[config.mk]
export PLATFORM = sky130hd
export DESIGN_NAME = alt_est_sched
export DESIGN_NICKNAME = d
export VERILOG_FILES = /design/src/rtl/alt_est_pkg.sv /design/src/rtl/alt_rr_arb.sv /design/src/rtl/alt_est_sched.sv
export SDC_FILE = /design/constraint.sdc
export NUM_CORES = 1
export LEC_CHECK = 0
export BUFFER_PORTS_ARGS = -buffer_cell sky130_fd_sc_hd__buf_2
export CAP_MARGIN = 10
export CORE_AREA = 2 2 147 149
export CTS_CLUSTER_DIAMETER = 200
export DETAILED_ROUTE_END_ITERATION = 10
export DIE_AREA = 0 0 149 151
export SYNTH_ARGS = -nofsm -noshare
export SYNTH_HDL_FRONTEND = slang
export SYNTH_HIERARCHICAL = 1
export SYNTH_SLANG_ARGS = --single-unit
export TNS_END_PERCENT = 20
[constraint.sdc]
create_clock -name clk -period 4.6 [get_ports clk]
set_input_delay 0.69 -clock clk [delete_from_list [all_inputs] [get_ports clk]]
set_output_delay 0.69 -clock clk [all_outputs]
set_load 0.05 [all_outputs]
[src/rtl/alt_est_pkg.sv]
// Shared widths, FSM encoding and operand bundle for the s1 calculator scheduler.
package alt_est_pkg;
    localparam int NV_W  = 21;
    localparam int NU_W  = 25;
    localparam int NO_W  = 21;
    localparam int S1_W  = 32;
    localparam int CNT_W = 16;

    localparam logic [2:0] ST_IDLE  = 3'd0;
    localparam logic [2:0] ST_LOAD  = 3'd1;
    localparam logic [2:0] ST_START = 3'd2;
    localparam logic [2:0] ST_WAIT  = 3'd3;
    localparam logic [2:0] ST_RESP  = 3'd4;
    localparam logic [2:0] ST_FLUSH = 3'd5;

    typedef struct packed {
        logic [NV_W-1:0] nv;
        logic [NU_W-1:0] nu;
        logic [NO_W-1:0] no;
    } ops_t;

    function automatic logic [CNT_W-1:0] sat_inc(input logic [CNT_W-1:0] v);
        return (&v) ? v : v + 1'b1;
    endfunction
endpackage

[src/rtl/alt_rr_arb.sv]
// Round-robin arbiter: first set request after ptr (wrapping), one-hot grant plus index.
module alt_rr_arb #(
    parameter int NCH = 3,
    parameter int IDW = 2
) (
    input  logic [NCH-1:0] req,
    input  logic [IDW-1:0] ptr,
    output logic [NCH-1:0] gnt,
    output logic [IDW-1:0] id,
    output logic           any
);
    int idx;

    always_comb begin
        gnt = '0;
        id  = '0;
        any = 1'b0;
        idx = 0;
        for (int i = 1; i <= NCH; i++) begin
            idx = (int'(ptr) + i) % NCH;
            if (!any && req[idx]) begin
                any = 1'b1;
                id  = IDW'(idx);
            end
        end
        if (any) gnt[id] = 1'b1;
    end
endmodule

[src/rtl/alt_est_sched.sv]
// Time-shares one s1 calculator among NCH requesters: arbitrate, launch, wait/timeout, respond.
module alt_est_sched
    import alt_est_pkg::*;
#(
    parameter int NCH     = 3,
    parameter int IDW     = 2,
    parameter int TIMEOUT = 64,
    parameter int FLUSH   = 2
) (
    input  logic                clk,
    input  logic                rst,
    input  logic [NCH-1:0]      i_req,
    input  logic [NV_W*NCH-1:0] i_nv,
    input  logic [NU_W*NCH-1:0] i_nu,
    input  logic [NO_W*NCH-1:0] i_no,
    output logic [NCH-1:0]      o_gnt,
    output logic                o_rsp_vld,
    output logic [IDW-1:0]      o_rsp_id,
    output logic [S1_W-1:0]     o_rsp_s1,
    output logic                o_rsp_err,
    output logic                o_rsp_tmo,
    output logic                o_calc_rst,
    output logic                o_calc_start,
    output logic [NV_W-1:0]     o_calc_nv,
    output logic [NU_W-1:0]     o_calc_nu,
    output logic [NO_W-1:0]     o_calc_no,
    input  logic [S1_W-1:0]     i_calc_s1,
    input  logic                i_calc_vld,
    input  logic                i_calc_err,
    output logic                o_busy,
    output logic [CNT_W-1:0]    o_done_cnt,
    output logic [CNT_W-1:0]    o_tmo_cnt
);
    localparam int TW = $clog2(TIMEOUT);
    localparam int FW = $clog2(FLUSH + 1);

    logic [2:0]     state, nxt;
    logic [IDW-1:0] rr_ptr, cur_id, arb_id;
    logic [NCH-1:0] arb_gnt;
    logic           arb_any;
    logic [TW-1:0]  wait_cnt;
    logic [FW-1:0]  flush_cnt;
    logic           boot;
    ops_t           ops;

    wire wait_last = (wait_cnt == TW'(TIMEOUT - 1));
    wire flush_end = (flush_cnt <= FW'(1));

    alt_rr_arb #(.NCH(NCH), .IDW(IDW)) u_arb (
        .req (i_req),
        .ptr (rr_ptr),
        .gnt (arb_gnt),
        .id  (arb_id),
        .any (arb_any)
    );

    always_comb begin
        nxt = state;
        case (state)
            ST_IDLE:  if (arb_any) nxt = ST_LOAD;
            ST_LOAD:  nxt = ST_START;
            ST_START: nxt = ST_WAIT;
            ST_WAIT:  if (i_calc_vld) nxt = ST_RESP;
                      else if (wait_last) nxt = ST_FLUSH;
            ST_FLUSH: if (flush_end) nxt = boot ? ST_IDLE : ST_RESP;
            ST_RESP:  nxt = ST_IDLE;
            default:  nxt = ST_IDLE;
        endcase
    end

    always_ff @(posedge clk or negedge rst) begin
        if (!rst) begin
            state      <= ST_FLUSH;
            flush_cnt  <= FW'(FLUSH);
            boot       <= 1'b1;
            rr_ptr     <= IDW'(NCH - 1);
            cur_id     <= '0;
            ops        <= '0;
            wait_cnt   <= '0;
            o_rsp_id   <= '0;
            o_rsp_s1   <= '0;
            o_rsp_err  <= 1'b0;
            o_rsp_tmo  <= 1'b0;
            o_done_cnt <= '0;
            o_tmo_cnt  <= '0;
        end else begin
            state <= nxt;
            case (state)
                ST_IDLE:  if (arb_any) cur_id <= arb_id;
                ST_LOAD: begin
                    ops.nv <= i_nv[int'(cur_id)*NV_W +: NV_W];
                    ops.nu <= i_nu[int'(cur_id)*NU_W +: NU_W];
                    ops.no <= i_no[int'(cur_id)*NO_W +: NO_W];
                    rr_ptr <= cur_id;
                end
                ST_START: wait_cnt <= '0;
                ST_WAIT: begin
                    wait_cnt <= wait_cnt + 1'b1;
                    // A result arriving on the last allowed cycle still counts as success.
                    if (i_calc_vld) begin
                        o_rsp_id  <= cur_id;
                        o_rsp_s1  <= i_calc_s1;
                        o_rsp_err <= i_calc_err;
                        o_rsp_tmo <= 1'b0;
                    end else if (wait_last) begin
                        flush_cnt <= FW'(FLUSH);
                    end
                end
                ST_FLUSH: begin
                    if (!flush_end) flush_cnt <= flush_cnt - 1'b1;
                    else begin
                        boot <= 1'b0;
                        if (!boot) begin
                            o_rsp_id  <= cur_id;
                            o_rsp_s1  <= '0;
                            o_rsp_err <= 1'b1;
                            o_rsp_tmo <= 1'b1;
                        end
                    end
                end
                ST_RESP: begin
                    o_done_cnt <= sat_inc(o_done_cnt);
                    if (o_rsp_tmo) o_tmo_cnt <= sat_inc(o_tmo_cnt);
                end
                default: ;
            endcase
        end
    end

    assign o_gnt        = (state == ST_LOAD) ? (NCH'(1) << cur_id) : '0;
    assign o_calc_start = (state == ST_START);
    assign o_calc_rst   = (state == ST_FLUSH);
    assign o_rsp_vld    = (state == ST_RESP);
    // The post-reset calculator flush is housekeeping, not a job.
    assign o_busy       = (state != ST_IDLE) && !boot;
    assign o_calc_nv    = ops.nv;
    assign o_calc_nu    = ops.nu;
    assign o_calc_no    = ops.no;
endmodule

Yosys cells after proc, flatten, opt, wreduce, memory -nomap -nowiden:

Index checks and enable logic that the tools add are counted.

* $add $sub $neg: 7
* $mul: 2
* divide/modulo/power cells: 3
* order comparisons: 4
* eq/ne operators: 14
* shift-type cells: 4
* mux-type cells: 41
* bitwise gates (word level): 2
* reductions and logical operators: 19

Operators by type and width (number)
* 32-bit by 4-bit < comparator with 1-bit output, second input constant: 3
* 32-bit by 3-bit modulo with 32-bit output, second input constant: 3
* 32-bit 2-to-1 mux: 3
* 75-bit by 8-bit variable part select with 25-bit output: 1
* 32-bit case mux with 2 select lines: 1
* 63-bit by 32-bit variable part select with 21-bit output: 1
* 63-bit by 8-bit variable part select with 21-bit output: 1
* 16-bit by 1-bit adder with 16-bit output, second input constant: 2
* 16-bit AND reduction: 2
* 2-bit 2-to-1 mux: 9
* 3-bit 2-to-1 mux: 6
* 3-bit case mux with 5 select lines: 1
* 2-bit by 5-bit multiplier with 7-bit output, second input constant: 2
* 1-bit 2-to-1 mux: 13
* 2-bit inequality test, second input constant: 6
* 6-bit case mux with 2 select lines: 1
* 2-bit case mux with 2 select lines: 2
* 4-bit AND reduction: 2
* 2-bit by 2-bit adder with 3-bit output, second input constant: 2
* 6-bit by 1-bit adder with 6-bit output, second input constant: 1
* 1-bit binary-select mux with 2-bit select: 3
* 3-bit by 2-bit == test with 1-bit output, second input constant: 2
* 3-bit == test, second input constant: 2
* 6-bit == test, second input constant: 1
* 16 further kinds: 26

* register bits after elaboration: 151
* latch bits: 0
* bits in writable memories: 0
* memory bits (read-only): 0
* logic and storage cells: 111
* memories kept: 0

Longest topological paths before layout:

Gate-level depths: netlist of the first run.

* depth after elaboration: 14
* gate-level depth with buffers: 11
* depth with buffers taken out: 10

Modules after synthesis:

Netlist of the first run, hierarchy kept.

By module, submodules not included
* alt_est_sched: instances 1, cells each 689, area each 7085.5 µm²
* alt_rr_arb: instances 1, cells each 39, area each 257.7 µm²

Worst setup path before layout of the first run:

Ideal clock, no wire load.

* path type: register -> output
* from: reg state[0]
* to: out o_gnt[1]
* data arrival time: 2.215 ns
* path slack: 1.695 ns
* stages on the path, launching flop included: 8
* buffers on the path: 4
* path through: dfstp_2 buf_4 inv_2 or3_1 buf_2 buf_2 buf_6 nor2b_1

* cells in the longest elaborated chain, start to end: 2

Ends and longest elaborated chain
* start, declared: RTL line alt_est_sched.sv:37 `logic [2:0] state, nxt;`
* start signal, assigned: RTL line alt_est_sched.sv:87 `state <= nxt;`
* 3-bit by 1-bit == test with 1-bit output: RTL line alt_est_sched.sv:130 `assign o_gnt = (state == ST_LOAD) ? (NCH'(1) << cur_id) : '0;`
* 3-bit 2-to-1 mux: RTL line alt_est_sched.sv:130
* end, declared: RTL line alt_est_sched.sv:16 `output logic [NCH-1:0] o_gnt,`

No other way between the ends.

Final worst setup path of the first run:

* from: reg state[0]
* to: out o_gnt[0]

The elaborated chain is that of the path after synthesis.

==> flow_summary.yaml, run 1 <==
floorplan:
  die_area_um2: 22500
  initial_core_util: 0.351
  die_y_um: 151
  num_io_pins: 382
  num_rows: 53
  core_area_um2: 20800
  dieWidth_um: 149
clock_network:
  postCtsSetupBuffers: 0
  cts_root_buf: "clkbuf_16"
  cts_resized: 0
  clk_pin_slew_ns: 0.06
  hold_buffers: 0
  clock_latency_ns: 0.42
  cts_tree: "done"
  clock-sinks: 151
  clk_path_buf_depth: 2
  htreeDepth: 4
  numCtsBuffers: 17
route:
  drt_pass1_iterations: 5
  via_per_inst: 5.03
  wl_mm: 22.9
  via_count: 6866
  dr.first_iter.drc_count: 387
  drtAntennaViolNets: 0
  wl_per_cell_um: 16.8
  drc: 0
grt:
  grt-ovfl-total: 0
  grt_max_degree: 94
  antenna_found_initial: 1
  grt_pass1_wl_mm: 34.1
  grt_pass1_vias: 6321
  grt_usage: 0.193
timing:
  setup_viol: 0
  hold_violations: 0
  worst_slew_pin_slew_ns: 1.02
  final.min_clock_period_ns: 2.98
  fin_crit_sh: 0.648
  finalSetupTns_ns: 0
  relSlewSlack: 0.319
  clock-skew-final_ns: 0.0140
  rsz0062_at_grt: "false"
  maxSlewViolCount: 0
  max_freq_mhz: 335
worst_setup_path:
  rrSetupSlack_ns: 2.03
  end_kind: "output pin"
  arrival_ns: 2.29
  slowest_delay_ns: 0.64
  path_class: "flip-flop to output pin"
  r2r-end: "o_calc_nu[2]"
  cp_cell_sequence: "inv_2 -> or3_4 -> nor3_4 -> buf_2"
  rr_worst_depth: 5
  cp_max_fo: 47
  worstSetupStartpointType: "flip-flop"
  crit_start: "state[0]"
  crit_required_ns: 3.91
  reg2reg_from: "state[0]"
  cp_slowest_cell: "dfstp_2"
placed_design:
  port_buffers: 381
  dp.final_hpwl_mm: 17.2
  dpl.cell_count: 1331
  gp_congestion: 0.827
run_status:
  outcome: "finished clean"
final_layout:
  area_delta_synth_final_pct: 37.0
  fin_nets: 1322
  layoutNonFillerInstCount: 1364
  drive_gt1_frac: 0.411
synthesis:
  syn_inst: 722
  synth_area_um2: 7300
  synth.avg_cell_area_um2: 10.1
  synth_warnings: 6
  syn-num-nets: 969
power:
  power_density_nw_per_um2: 771
  irDropWorstVdd_uv: 429
  p_leak_nw: 4.96
job:
  cap_violations: 0
min_path:
  worstHoldPathType: "primary input to asynchronous set/reset pin"
==> critical path, delay by kind of cell, from the launching register on <==
kind / cells / cell delay [ns]
buf+inv: 2 / 0.40
simple gates: 2 / 0.81
flops: 1 / 0.64
==> worst max-delay path by stage <==
stage,end,slack (ns)
global placement,o_gnt[0],2.07
detailed placement,o_calc_nu[2],2.03
floorplan,o_gnt[1],1.69
finish,o_gnt[0],1.62
CTS,o_gnt[0],1.59
global route,o_gnt[1],1.52
==> stage by stage <==
stage,hold slack [ns],utilization,power [mW],instance area [µm²],setup slack [ns]
after global placement,0.483,0.450,6.23,9370,2.07
after floorplan,0.394,-,5.30,7300,1.69
after detailed placement,0.491,0.450,6.28,9370,2.03
after global routing,0.355,0.480,8.15,10000,1.52
final,0.311,0.480,7.71,10000,1.62
after CTS,0.344,0.480,7.79,10000,1.59
==> sequential cells by signal, indices dropped and copies added, names as in the netlist <==
name,cells
rr_ptr,2
cur_id,2
o_tmo_cnt,16
wait_cnt,6
o_calc_no,21
state,3
o_done_cnt,16
o_calc_nu,25
o_rsp_err,1
flush_cnt,2
o_rsp_s1,32
o_rsp_id,2
o_rsp_tmo,1
o_calc_nv,21
boot,1
==> layout by cell type, fill, tap and decap left out, types with 17 or more instances in the layout <==
cell,instances
xnor2_1,19
a221o_1,67
clkbuf_16,17
nand3_1,45
inv_1,43
o21ai_0,43
nand2_1,30
buf_2,380
nor2_1,94
dfrtp_1,146
a22oi_1,67
==> area by class of cell <==
type,count,area (µm²)
fillers,2054,10800
clock buffers,18,439
diodes,1,2.50
flip-flops and latches,151,3780
clock inverters,14,188
repair buffers,390,1980
inverters,44,165
well taps,275,344
multi-input cells,471,3100
==> per-layer routing <==
metal	wire, µm	global-route usage	part of all wire	vias up
met1	9670	0.255	0.42	3246
met2	11500	0.315	0.50	241
met5	13	0	0.00057	-
met4	374	0.0614	0.016	2
li1	-	-	-	3356
met3	1390	0.0464	0.060	21
==> report_power, final <==
part | total, mW | switching, mW | internal (mW)
Clock | 1.49 | 0.602 | 0.886
Sequential | 2.18 | 0.342 | 1.84
Combinational | 4.05 | 2.88 | 1.17
Total | 7.71 | 3.83 | 3.89
No activity file was read; power rests on OpenSTA's default activity.
==> inputs of run 2 (changes only) <==
--- a/config.mk
+++ b/config.mk
@@ -11,6 +11,7 @@
 export CTS_CLUSTER_DIAMETER = 200
 export DETAILED_ROUTE_END_ITERATION = 10
 export DIE_AREA = 0 0 149 151
+export PLACE_DENSITY = 0.67
 export SYNTH_ARGS = -nofsm -noshare
 export SYNTH_HDL_FRONTEND = slang
 export SYNTH_HIERARCHICAL = 1
==> constraint.sdc (replaced) <==
create_clock -name clk -period 2.45 [get_ports clk]
set_input_delay 0.3675 -clock clk [delete_from_list [all_inputs] [get_ports clk]]
set_output_delay 0.3675 -clock clk [all_outputs]
set_load 0.05 [all_outputs]
==> run 2 against run 1 <==
Worst setup slack worse by 1.4 ns. Clock power up 74%. Final area up 1.5%. Highest routed layer is now met4.
==> flow_summary.yaml, run 2 (synthesis results as in run 1) <==
run_status:
  outcome: "finished clean"
clock_network:
  cts_root_buf: "clkbuf_16"
  cts_tree: "done"
  numCtsBuffers: 17
  clock_latency_ns: 0.42
  htreeDepth: 4
  clock-sinks: 151
  clk_pin_slew_ns: 0.07
  clk_path_buf_depth: 2
timing:
  hold_slack_ns: 0.169
  clock-skew-final_ns: 0.0132
  setup_viol: 0
  maxSlewViolCount: 0
  fin_crit_sh: 0.931
  finalSetupTns_ns: 0
  max_freq_mhz: 438
  post-route-worst-setup-slack_ns: 0.169
  worst_slew_pin_slew_ns: 0.838
  relSlewSlack: 0.440
  rsz0062_at_grt: "true"
  final.min_clock_period_ns: 2.28
  hold_violations: 0
worst_setup_path:
  worst-path-stages: 4
  arrival_ns: 1.91
  rrSetupSlack_ns: 0.19
  reg2reg_from: "flush_cnt[1]"
  crit_required_ns: 2.08
  slowest_delay_ns: 0.55
  cp_cell_sequence: "inv_2 -> or3_4 -> nor3_4 -> buf_6"
  crit_start: "state[0]"
  path_class: "flip-flop to output pin"
  end_kind: "output pin"
  cp_max_fo: 6
  cpLargestDelayFamily: "simple AND/OR/NAND/NOR gates"
  r2r-end: "o_rsp_s1[7]"
  path_buf_inv: 2
  worstSetupStartpointType: "flip-flop"
  endpoint: "o_gnt[0]"
  cp_slowest_cell: "dfstp_2"
  rr_worst_depth: 8
route:
  drc: 0
  via_count: 7047
  dr.first_iter.drc_count: 393
  wl_mm: 22.3
  drtAntennaViolNets: 0
  via_per_inst: 5.12
  drt_pass1_iterations: 5
  wl_per_cell_um: 16.2
job:
  cap_violations: 0
power:
  irDropWorstVdd_uv: 837
  switchingPower_mw: 7.25
  pwr-share-clk: 0.179
  combPwrFrac: 0.542
  intPower_mw: 7.30
  finalPower_mw: 14.6
  power_density_nw_per_um2: 1430
  p_leak_nw: 5.03
  switching_share: 0.498
  seq_power_share: 0.280
grt:
  grt_pass1_vias: 6386
  grt_pass1_wl_mm: 33.1
  grt_usage: 0.187
  grt_max_degree: 113
  antenna_found_initial: 0
  grt-ovfl-total: 0
floorplan:
  core_area_um2: 20800
  dieWidth_um: 149
  num_io_pins: 382
  die_area_um2: 22500
  num_rows: 53
  die_y_um: 151
  initial_core_util: 0.351
final_layout:
  diodes: 0
  max_flop_register: "o_rsp_s1"
  drive_gt1_frac: 0.417
  num-fill-cells: 2013
  area_delta_synth_final_pct: 39.0
  multi_input_area_um2: 3100
  ff_latch_area_um2: 3780
  fin_nets: 1336
  final_cell_mix: "378 x buf_2, 146 x dfrtp_1, 94 x nor2_1, 67 x a22oi_1, 67 x a221o_1"
  largest_register_ffs: 32
  final_common_cell: "buf_2"
placed_design:
  dp.final_hpwl_mm: 16.7
  dp_slack_ns: 0.168
  port_buffers: 381
  gp_congestion: 0.789
min_path:
  worstHoldPathType: "primary input to flip-flop"
==> run 2: final cells by class <==
cell class              instances  share of cell area
flip-flops and latches        151               0.373
clock buffers                  17              0.0419
well taps                     275              0.0339
inverters                      44              0.0163
repair buffers                404               0.214
clock inverters                15              0.0158
multi-input cells             471               0.305
==> run 2: layer usage <==
metal,GRT usage,wire length (µm),up-vias
li1,-,-,3380
met5,0,0,-
met1,0.241,9250,3379
met2,0.309,11100,269
met4,0.0624,382,0
met3,0.0485,1510,19
==> run 2: worst register-to-register path: cells and delay by family (launching register included) <==
| family | cells | cell delay, ns |
|---|---|---|
| and+or+nand+nor | 3 | 0.84 |
| AOI/OAI and AO/OA | 2 | 0.48 |
| DFF | 1 | 0.37 |
| buffers and inverters | 2 | 0.36 |
| adders and majority gates | 1 | 0.15 |
==> run 2: worst min-delay path by stage <==
stage	to	slack [ns]	startpoint	cells after the start
after detailed placement	o_done_cnt[15]	0.27	rst	1
after global placement	o_done_cnt[15]	0.27	rst	1
final	o_rsp_s1[10]	0.17	i_calc_s1[10]	3
after global routing	o_calc_no[15]	0.15	i_no[15]	2
after CTS	o_rsp_s1[10]	0.15	i_calc_s1[10]	3
after floorplan	cur_id[0]	0.07	rst	0
==> run 2: power by group through the flow <==
stage          logic (mW)  registers [mW]  clock network [mW]
2_1_floorplan        3.16            6.79                   0
3_3_place_gp         7.72            4.10                   0
3_5_place_dp         7.82            4.11                   0
4_1_cts              7.87            4.07                2.68
5_1_grt              8.40            4.19                2.80
6_report             7.88            4.07                2.60
==> run 2: repair_timing <==
item	4_1_cts	5_1_grt
pin swaps	0	0
hold endpoints to repair	24	0
resized for setup	3	0
setup buffers	1	6
endpoints found under the setup margin	2	4
hold buffers	1	0
==> run 2: through the flow <==
step | instance area, µm² | instances | util
floorplan | 7300 | 722 | -
global placement | 9490 | 1337 | 0.456
detailed placement | 9490 | 1337 | 0.456
CTS | 10100 | 1371 | 0.485
global route | 10100 | 1377 | 0.487
finish | 10100 | 1377 | 0.487
